### src/rtl/hub75_scheduler.sv
// HUB75 frame/row/bit-plane sequencer: drives streamer requests, latch/OE/row
// with binary-coded modulation, and the led_mem buffer swap at frame boundaries.
module hub75_scheduler #(
    parameter int unsigned NR_ROWS        = 16,
    parameter int unsigned NR_BITPLANES   = 8,
    parameter int unsigned BASE_OE_CYCLES = 8,
    parameter int unsigned BLANK_CYCLES   = 2,
    localparam int unsigned RW = (NR_ROWS > 1) ? $clog2(NR_ROWS) : 1,
    localparam int unsigned PW = (NR_BITPLANES > 1) ? $clog2(NR_BITPLANES) : 1
) (
    input  logic          clk,
    input  logic          reset,
    input  logic          enable,
    input  logic          swap_req,
    output logic          swap_done,
    output logic          disp_buf,
    output logic          stream_start,
    output logic [RW-1:0] stream_row,
    output logic [PW-1:0] stream_plane,
    input  logic          stream_done,
    output logic [RW-1:0] phy_row,
    output logic          phy_lat,
    output logic          phy_oe_n,
    output logic          busy,
    output logic [15:0]   frame_cnt
);

    localparam int unsigned TW = $clog2(BASE_OE_CYCLES << (NR_BITPLANES - 1)) + 1;
    localparam int unsigned BW = $clog2(BLANK_CYCLES + 1);

    typedef enum logic [2:0] {IDLE, START, SHIFT, WAIT_OE, BLANK, LATCH} state_t;

    state_t        state, state_d;
    logic [TW-1:0] oe_timer, oe_timer_d;
    logic [BW-1:0] blank_cnt, blank_cnt_d;
    logic          swap_pending, swap_pending_d;
    logic          stopping, stopping_d;
    logic [RW-1:0] row_d;
    logic [PW-1:0] plane_d;
    logic          disp_buf_d, swap_done_d;
    logic [15:0]   frame_cnt_d;
    logic          last_plane, last_row, frame_end;

    // stream_row/stream_plane double as the step pointer
    assign last_plane = (stream_plane == PW'(NR_BITPLANES - 1));
    assign last_row   = (stream_row == RW'(NR_ROWS - 1));
    assign frame_end  = last_plane && last_row;

    always_comb begin
        state_d        = state;
        oe_timer_d     = (oe_timer != '0) ? oe_timer - TW'(1) : oe_timer;
        blank_cnt_d    = blank_cnt;
        swap_pending_d = swap_pending | swap_req;
        stopping_d     = stopping;
        row_d          = stream_row;
        plane_d        = stream_plane;
        disp_buf_d     = disp_buf;
        swap_done_d    = 1'b0;
        frame_cnt_d    = frame_cnt;
        unique case (state)
            IDLE:    if (enable) state_d = START;
            START:   state_d = SHIFT;
            SHIFT:   if (stream_done) state_d = WAIT_OE;
            WAIT_OE: begin
                if (oe_timer == '0) begin
                    blank_cnt_d = '0;
                    if (stopping) begin
                        state_d    = IDLE;
                        stopping_d = 1'b0;
                    end else begin
                        state_d = BLANK;
                    end
                end
            end
            BLANK: begin
                blank_cnt_d = blank_cnt + BW'(1);
                if (blank_cnt == BW'(BLANK_CYCLES - 1)) state_d = LATCH;
            end
            LATCH: begin
                oe_timer_d = TW'(BASE_OE_CYCLES) << stream_plane;
                state_d    = START;
                if (last_plane) begin
                    plane_d = '0;
                    row_d   = last_row ? '0 : stream_row + RW'(1);
                end else begin
                    plane_d = stream_plane + PW'(1);
                end
                // frame boundary: count, swap buffers, and honour a stop request
                if (frame_end) begin
                    frame_cnt_d = frame_cnt + 16'd1;
                    if (swap_pending || swap_req) begin
                        disp_buf_d     = ~disp_buf;
                        swap_done_d    = 1'b1;
                        swap_pending_d = 1'b0;
                    end
                    if (!enable) begin
                        state_d    = WAIT_OE;
                        stopping_d = 1'b1;
                    end
                end
            end
            default: state_d = IDLE;
        endcase
    end

    always_ff @(posedge clk or posedge reset) begin
        if (reset) begin
            state        <= IDLE;
            oe_timer     <= '0;
            blank_cnt    <= '0;
            swap_pending <= 1'b0;
            stopping     <= 1'b0;
            stream_row   <= '0;
            stream_plane <= '0;
            disp_buf     <= 1'b0;
            swap_done    <= 1'b0;
            frame_cnt    <= '0;
            stream_start <= 1'b0;
            phy_lat      <= 1'b0;
            phy_row      <= '0;
            phy_oe_n     <= 1'b1;
            busy         <= 1'b0;
        end else begin
            state        <= state_d;
            oe_timer     <= oe_timer_d;
            blank_cnt    <= blank_cnt_d;
            swap_pending <= swap_pending_d;
            stopping     <= stopping_d;
            stream_row   <= row_d;
            stream_plane <= plane_d;
            disp_buf     <= disp_buf_d;
            swap_done    <= swap_done_d;
            frame_cnt    <= frame_cnt_d;
            stream_start <= (state_d == START);
            phy_lat      <= (state_d == LATCH);
            if (state_d == LATCH) phy_row <= stream_row;
            phy_oe_n     <= (oe_timer_d == '0) || (state_d inside {IDLE, BLANK, LATCH});
            busy         <= (state_d != IDLE);
        end
    end

endmodule

### config.mk
export PLATFORM = sky130hd
export DESIGN_NAME = hub75_scheduler
export DESIGN_NICKNAME = d
export VERILOG_FILES = /design/src/rtl/hub75_scheduler.sv
export SDC_FILE = /design/constraint.sdc
export NUM_CORES = 1
export LEC_CHECK = 0
export BUFFER_PORTS_ARGS = -buffer_cell sky130_fd_sc_hd__buf_2
export CAP_MARGIN = 20
export CORE_ASPECT_RATIO = 1.75
export CORE_MARGIN = 2
export CORE_UTILIZATION = 30
export DETAILED_ROUTE_END_ITERATION = 7
export GPL_TIMING_DRIVEN = 0
export PLACE_DENSITY = 0.48
export SLEW_MARGIN = 20
export SYNTH_ARGS = -nofsm -noshare
export SYNTH_HDL_FRONTEND = slang
export SYNTH_SLANG_ARGS = --single-unit
### constraint.sdc
create_clock -name clk -period 3 [get_ports clk]
set_input_delay 0.6 -clock clk [delete_from_list [all_inputs] [get_ports clk]]
set_output_delay 0.6 -clock clk [all_outputs]
set_load 0.02 [all_outputs]
# Yosys cells after proc, flatten, opt, wreduce, memory -nomap -nowiden
# Cells that the tools add are included.
[totals]
regBits = 51
input_bits = 5
output_inout_bits = 33
wordCells = 78
[classes]
add_sub_neg = 5
eq_ne = 14
n_shift = 1
muxes = 24
bitwise_logic = 2
n_reduce_logical = 17
[op_table]
columns = ["op", "n"]
rows = [
  ["11-bit zero test", 2],
  ["11-bit two-way mux", 2],
  ["3-bit two-way mux", 6],
  ["3-bit case mux with 6 select lines", 1],
  ["16-bit by 1-bit adder with 16-bit output (second input constant)", 1],
  ["3-bit == test (second input constant)", 5],
  ["11-bit nonzero test", 1],
  ["4-bit by 3-bit left shift with 11-bit output (first input constant)", 1],
  ["11-bit by 1-bit subtractor with 11-bit output (second input constant)", 1],
  ["1-bit two-way mux", 9],
  ["3-bit by 1-bit == test with 1-bit output (second input constant)", 2],
  ["3-bit by 2-bit == test with 1-bit output (second input constant)", 2],
  ["3-bit zero test", 2],
  ["2-bit two-way mux", 3],
  ["2-bit != test (second input constant)", 3],
  ["2-bit AND reduction", 3],
  ["3-bit nonzero test", 2],
  ["4-bit by 1-bit adder with 4-bit output (second input constant)", 1],
  ["4-bit == test (second input constant)", 1],
  ["4-bit two-way mux", 1],
  ["2-bit case mux with 2 select lines", 1],
  ["4-bit AND reduction", 1],
  ["2-bit nonzero test", 2],
  ["3-bit by 1-bit adder with 3-bit output (second input constant)", 1],
  ["other kinds (8)", 9],
]

# Logic depth before layout (Yosys ltp)
# Gate-level depths: netlist of run 1.
[depth]
ltp_word = 7
depth_mapped = 9
mapped_depth_nobuf = 8

# Least setup slack after synthesis of run 1
# No wires, ideal clock.
[synth_path]
path_kind = "reg-to-reg"
start = "register oe_timer[0]"
end = "register phy_row[0]"
setup_time_ns = 0.125
t_arrival_ns = 2.215
required_ns = 2.875
path_slack_ns = 0.660
path_stages_with_launch = 10
n_path_buf = 1
synth_period_minus_slack_ns = 2.340
path_cell_list = "dfrtp_1 inv_1 ha_1 nor3b_4 nand3_4 or3_4 o21ai_4 and2_4 buf_8 mux2_4"
[synth_via]
elab_chain_len = 4
[synth_rtl]
columns = ["element", "line_no", "rtl"]
rows = [
  ["start, declared", "34", "logic [TW-1:0] oe_timer, oe_timer_d;"],
  ["start signal, assigned", "125", "oe_timer <= oe_timer_d;"],
  ["11-bit zero test", "65", "if (oe_timer == '0) begin"],
  ["3-bit two-way mux", "65", ""],
  ["3-bit case mux with 6 select lines", "60", "unique case (state)"],
  ["named net state_d[2]", "33", "state_t state, state_d;"],
  ["3-bit == test", "136", "if (state_d == LATCH) phy_row <= stream_row;"],
  ["end signal, assigned", "136", ""],
  ["end, declared", "21", "output logic [RW-1:0] phy_row,"],
]
# The timed path passes the listed nets, and every way through them passes these cells.
# A chain may end at the register's enable or synchronous reset.

# Final worst setup path of run 1
[layout_path]
start = "register oe_timer[0]"
end = "register phy_row[1]"
# The elaborated chain is that of the path after synthesis.

==> results of run 1 <==
path summary, 6_finish.rpt:
kind	startpoint	to	slack, ns	cells after the start
worst max register to register	oe_timer[0]	phy_row[1]	0.43	9
worst min-delay path	reset	frame_cnt[15]	0.39	2
min in group clk	frame_cnt[15]	frame_cnt[15]	0.48	1
max in group asynchronous	reset	blank_cnt[1]	2.17	2
worst max-delay path	oe_timer[0]	phy_row[1]	0.43	9
worst min register to register	frame_cnt[15]	frame_cnt[15]	0.48	1
power by group through the flow:
stage	Sequential (W)	Combinational, W	Clock (W)
floorplan	0.000903	0.000386	0
global placement	0.000917	0.000512	0
detailed placement	0.000919	0.000514	0
CTS	0.000906	0.000515	0.000609
global route	0.000924	0.000560	0.000632
finish	0.000908	0.000508	0.000583
metrics by stage:
step                power [W]  instance area (um^2)
finish                0.00200                  3000
global route          0.00212                  3000
CTS                   0.00203                  3000
detailed placement    0.00143                  2860
global placement      0.00143                  2850
floorplan             0.00129                  2550
worst max-delay path, stage by stage, from the launching register on:
cell and delay [ns]:
dfrtp_1 0.45, inv_1 0.08, ha_1 0.19, nor3b_4 0.33
nand3_4 0.19, or3_4 0.45, o21ai_4 0.19, and2_4 0.18
buf_8 0.11, mux2_4 0.29
flip-flops by register name, indices dropped and copies added (netlist names):
signal and cells:
phy_oe_n 1, blank_cnt 2, stream_plane 3, busy 1
stream_start 1, stream_row 4, phy_lat 1, swap_pending 1
phy_row 4, state 3, frame_cnt 16, stopping 1
disp_buf 1, swap_done 1, oe_timer 11
synthesized netlist by cell type (all sizes together), types with 3 or more instances:
cell type  number
xnor2          15
inv            10
or4             4
ha             10
nand2          21
buf             6
a31oi           3
mux2            5
a21oi           9
nor4            5
nand4           6
or3             4
nor2           18
dfrtp          50
and4            3
nor3            7
xor2            5
nand3          14
o21ai          16
nand3b          3
and2            3
logic make-up after synthesis:
kind of cell / count (synthesis)
buffers and inverters: 18
adder cells (fa/ha/maj): 10
AND/OR/NAND/NOR: 94
AO/OA/AOI/OAI: 42
multiplexers: 5
XOR/XNOR: 20
flip-flops: 51
routing by layer:
metal,GRT usage [%],wire length (um),vias to the layer above
met4,4.81,101,0
met1,14.4,2250,954
met2,24.3,3210,32
met3,2.32,157,6
li1,-,-,939
met5,0,0,-
layout make-up:
type | count | area, um^2
plain buffers | 8 | 52.6
clock buffers | 5 | 125
clock inverters | 3 | 22.5
fillers | 863 | 5260
inverters | 10 | 40.0
multi-input cells | 171 | 1180
flip-flops and latches | 51 | 1280
well taps | 92 | 115
repair buffers | 37 | 185
==> key figures, run 1 <==
Status
  • Status: completed

Global route
  • Largest net degree at the start of global routing: 52
  • First-pass GRT wire length: about 9500 um
  • Vias in the first global route: 1,969
  • Initial antenna violation count: 0
  • Total track usage: 13.2%
  • Total gr overflow: 0

Power and ir drop
  • Pwr dens: roughly 670 nW/um^2
  • VDD IR max: 0.260 mV
  • Switching share of total power: a little over a third
  • Switching Power: about 0.00069 W
  • Internal power: 0.00130 W
  • Sequential Power Share: 45.4%
  • Clock power share: 29.2%
  • Leakage: 1.42 nW
  • Combinational power share: between 20% and 30%

Critical path
  • Startpoint class of the critical path: flip-flop
  • Maximum net fanout on the critical path: 9
  • Crit path capture type: flip-flop
  • Worst Path Arrival: 2.75 ns
  • WS Path Type: reg2reg
  • CP required: between 3 and 4 ns

STA
  • Hold WS: roughly 0.39 ns
  • Hold Fails Final Rpt: 0
  • Period minus WS final: 2.57 ns
  • Tightest Pin Transition: ~0.64 ns
  • Worst Slack Setup Final: 0.433 ns
  • RSZ-0062 raised after global routing: false
  • Final setup TNS: 0 ns
  • Final-report setup violation count: 0
  • Clock skew: 0.00671 ns
  • Slew headroom: 57.3%
  • Tcrit/Tclk final: 85.6%
  • Max Freq: 0.390 GHz
  • Slew Limit Fails: 0

Route
  • Post-Route WL: 5720 um
  • 1st-pass router iterations: 4
  • Via count: between 1,500 and 2,000
  • DRC viols: 0
  • Routed Antenna Nets: 0
  • Vias/cell: 5.12
  • Per-cell routed wire length: 15.2 um
  • DR iter-0 viols: 79

Floorplan
  • # rows: between 40 and 50
  • Core Area: 8260 um^2
  • Initial core utilization: 30.9%
  • Die ar.: 9290 um^2
  • Die Wd: 73.7 um
  • Die height: approximately 130 um
  • Num ports: 38

Placed design
  • Placed Cells incl. Taps: 369
  • DP HPWL: 4270 um
  • Pre-CTS setup slack: approximately 0.4 ns
  • GP Congestion: 0.767
  • IO Port Bufs: 37

Synth
  • Yosys Warn Count: 0
  • Distinct cells, synth: 50
  • Register area share after synthesis: 50.0%
  • Multiplexer share of the synthesized area: 2.79%
  • Synth Area in Compound Gates: a little over a tenth
  • Yosys reg bits: 51
  • Area leader, netlist: dfrtp_1
  • Syn Std Cell Area: 2550 um^2
  • Gate Count Post-Synth: 240
  • Syn Area/Cell: approximately 11 um^2
  • Xor and xnor area share after synthesis: 6.86%
  • Ys async rst share: 100%
  • Post-synth EDFFs: 0
  • Simple-Gate Fraction of Synth Area: 21.1%
  • Largest cells by area after synthesis: dfrtp_1, xnor2_1, ha_1
  • Top_reg_cell synth: dfrtp_1
  • Syn_nets: around 260
  • Largest family of logic cells by synthesized area: simple AND/OR/NAND/NOR gates
  • Synth top area share: about half
  • Adder-cell share of the synthesized area: 4.90%

Cells and area
  • Fin nets: between 200 and 300
  • Commonest non-fill, non-tap cell in the layout: dfrtp_1
  • Non-Filler Instances: about 380
  • Layout cells sized above 1: 23.9%
  • Most frequent cells in the layout: dfrtp_1, buf_2, nand2_1
  • Post-Route Utilization: 36.4%
  • Area growth syn-to-layout: 17.6%
  • Ant. Diodes: 0

CTS
  • Hold-fix buffer count after cts: 0
  • CTS tree: yes
  • Setup bufs post-CTS: 0
  • Later-pin clock latency in the skew report: 0.29 ns
  • Clock slew at reported path FFs: 0.07 ns
  • CTS H-tree depth: 2
  • Longest Clk Path Bufs: 2
  • CTS root buf: clkbuf_16
  • Cts bufs inserted: 5
  • CTS Sinks: 51
  • CTS-repair resized insts: 0

Hold path
  • Worst Hold Class: in2async

Job
  • Max-cap violations: 0
No activity file was read; power rests on OpenSTA's default activity.
==> inputs of run 2 (changes only) <==
--- a/config.mk
+++ b/config.mk
@@ -13,6 +13,7 @@
 export DETAILED_ROUTE_END_ITERATION = 7
 export GPL_TIMING_DRIVEN = 0
 export PLACE_DENSITY = 0.48
+export RECOVER_POWER = 100
 export SLEW_MARGIN = 20
 export SYNTH_ARGS = -nofsm -noshare
 export SYNTH_HDL_FRONTEND = slang
==> key figures, run 2 (synthesis results as in run 1) <==
Route
  • 1st-pass router iterations: 4
  • Vias/cell: between 5 and 6
  • Per-cell routed wire length: 15.2 um
  • Routed Antenna Nets: 0
  • DR iter-0 viols: 75
  • Via count: 1,925
  • Post-Route WL: 5730 um
  • DRC viols: 0

CTS
  • CTS H-tree depth: 2
  • CTS root buf: clkbuf_16
  • CTS-repair resized insts: 0
  • CTS tree: yes
  • Setup bufs post-CTS: 0
  • Longest Clk Path Bufs: 2
  • Clock slew at reported path FFs: approximately 0.070 ns
  • CTS Sinks: 51
  • Hold-fix buffer count after cts: 0
  • Cts bufs inserted: 5
  • Later-pin clock latency in the skew report: 0.29 ns

Job
  • Max-cap violations: 1

Critical path
  • Crit path capture type: flip-flop
  • Cells along the critical path: clkbuf_1 -> nor4_4 -> nand3_4 -> or3_1 -> o21ai_4 -> and2_0 -> buf_8 -> mux2_1
  • Worst Path Arrival: 2.88 ns
  • CP bufs+invs: 2
  • CP peak stage delay: 0.49 ns
  • Startpoint class of the critical path: flip-flop
  • Worst-path cell with the longest stage delay: nor4_4
  • Top delay family on crit path: simple AND/OR/NAND/NOR gates
  • Maximum net fanout on the critical path: 9
  • WS Path Type: reg2reg
  • CP required: 3.18 ns

STA
  • Clock skew: 0.00661 ns
  • Max Freq: 0.371 GHz
  • RSZ-0062 raised after global routing: false
  • Final setup TNS: 0 ns
  • Tcrit/Tclk final: 89.8%
  • Tightest Pin Transition: about 1.9 ns
  • Period minus WS final: 2.69 ns
  • Final-report setup violation count: 0
  • Slew headroom: -29.9%
  • Hold Fails Final Rpt: 0
  • Slew Limit Fails: 52

Cells and area
  • Most frequent cells in the layout: dfrtp_1, clkbuf_1, nand2_1
  • Ant. Diodes: 0
  • Largest register FFs: 16
  • Commonest non-fill, non-tap cell in the layout: dfrtp_1
  • Fin area: 2920 um^2
  • Top flop regs: frame_cnt (16), oe_timer (11)
  • Area growth syn-to-layout: 14.5%
  • Fin nets: 299
  • Fill cells: just under 900
  • Reg with most FFs: frame_cnt
  • Layout cells sized above 1: 8.77%

Global route
  • Total gr overflow: 0
  • Total track usage: between 10% and 20%
  • Vias in the first global route: 1,969
  • Initial antenna violation count: 0
  • Largest net degree at the start of global routing: 52
  • First-pass GRT wire length: 9470 um

Hold path
  • Worst Hold Class: reg2reg

Floorplan
  • # rows: 44
  • Core Area: 8260 um^2
  • Die Wd: 73.7 um
  • Die ar.: 9290 um^2
  • Num ports: 38
  • Die height: 126 um
  • Initial core utilization: a little under a third

Status
  • Status: finished, violations left
  • Violated checks: max-capacitance violations, max-slew violations

Placed design
  • DP HPWL: 4270 um
  • IO Port Bufs: 37
  • Area post-placement: between 2000 and 3000 um^2
  • GP Congestion: 0.767

Power and ir drop
  • Leakage: 1.26 nW
  • Pwr dens: 674 nW/um^2
  • VDD IR max: 0.260 mV
  • Overall Power: 0.00197 W
run 2: report_power, final:
group	internal, W	switching [W]	total (W)
Sequential	0.000775	0.000132	0.000907
Clock	0.000314	0.000269	0.000583
Combinational	0.000198	0.000282	0.000479
run 2: final cells by class:
| class | instances | area, um^2 | area share, % |
|---|---|---|---|
| sequential | 51 | 1280 | 43.7 |
| multi-input combinational | 171 | 1160 | 39.6 |
| timing repair buffer | 37 | 144 | 4.92 |
| clock buffer | 5 | 125 | 4.28 |
| tap | 92 | 115 | 3.94 |
| buffer | 8 | 42.5 | 1.46 |
| inverter | 10 | 37.5 | 1.28 |
| clock inverter | 3 | 22.5 | 0.771 |
run 2: worst paths after layout:
path	startpoint	endpoint	slack, ns	cells past startpoint
worst max-delay path	oe_timer[4]	phy_row[0]	0.31	8
worst min-delay path	frame_cnt[15]	frame_cnt[15]	0.48	1
worst max register to register	oe_timer[4]	phy_row[0]	0.31	8
worst min register to register	frame_cnt[15]	frame_cnt[15]	0.48	1
max in group asynchronous	reset	blank_cnt[1]	0.94	2
min in group asynchronous	reset	frame_cnt[15]	0.93	2
run 2: per-stage QoR:
| stage | hold slack, ns | std cells | setup WS, ns | utilization [%] |
|---|---|---|---|---|
| 6_report | 0.476 | 377 | 0.305 | 35.4 |
| 5_1_grt | 0.498 | 377 | 0.140 | 35.4 |
| 4_1_cts | 0.429 | 377 | 0.399 | 36.4 |
| 3_5_place_dp | 0.466 | 369 | 0.406 | 34.6 |
| 3_3_place_gp | 0.458 | 369 | 0.329 | 34.5 |
| 2_1_floorplan | 0.447 | 240 | 0.660 | - |
run 2: routing by layer:
metal	GRT usage [%]	vias up	wire length, um
met1	14.4	947	2270
met4	4.81	0	101
met5	0	-	0
met3	2.32	6	156
met2	24.3	28	3190
li1	-	944	-
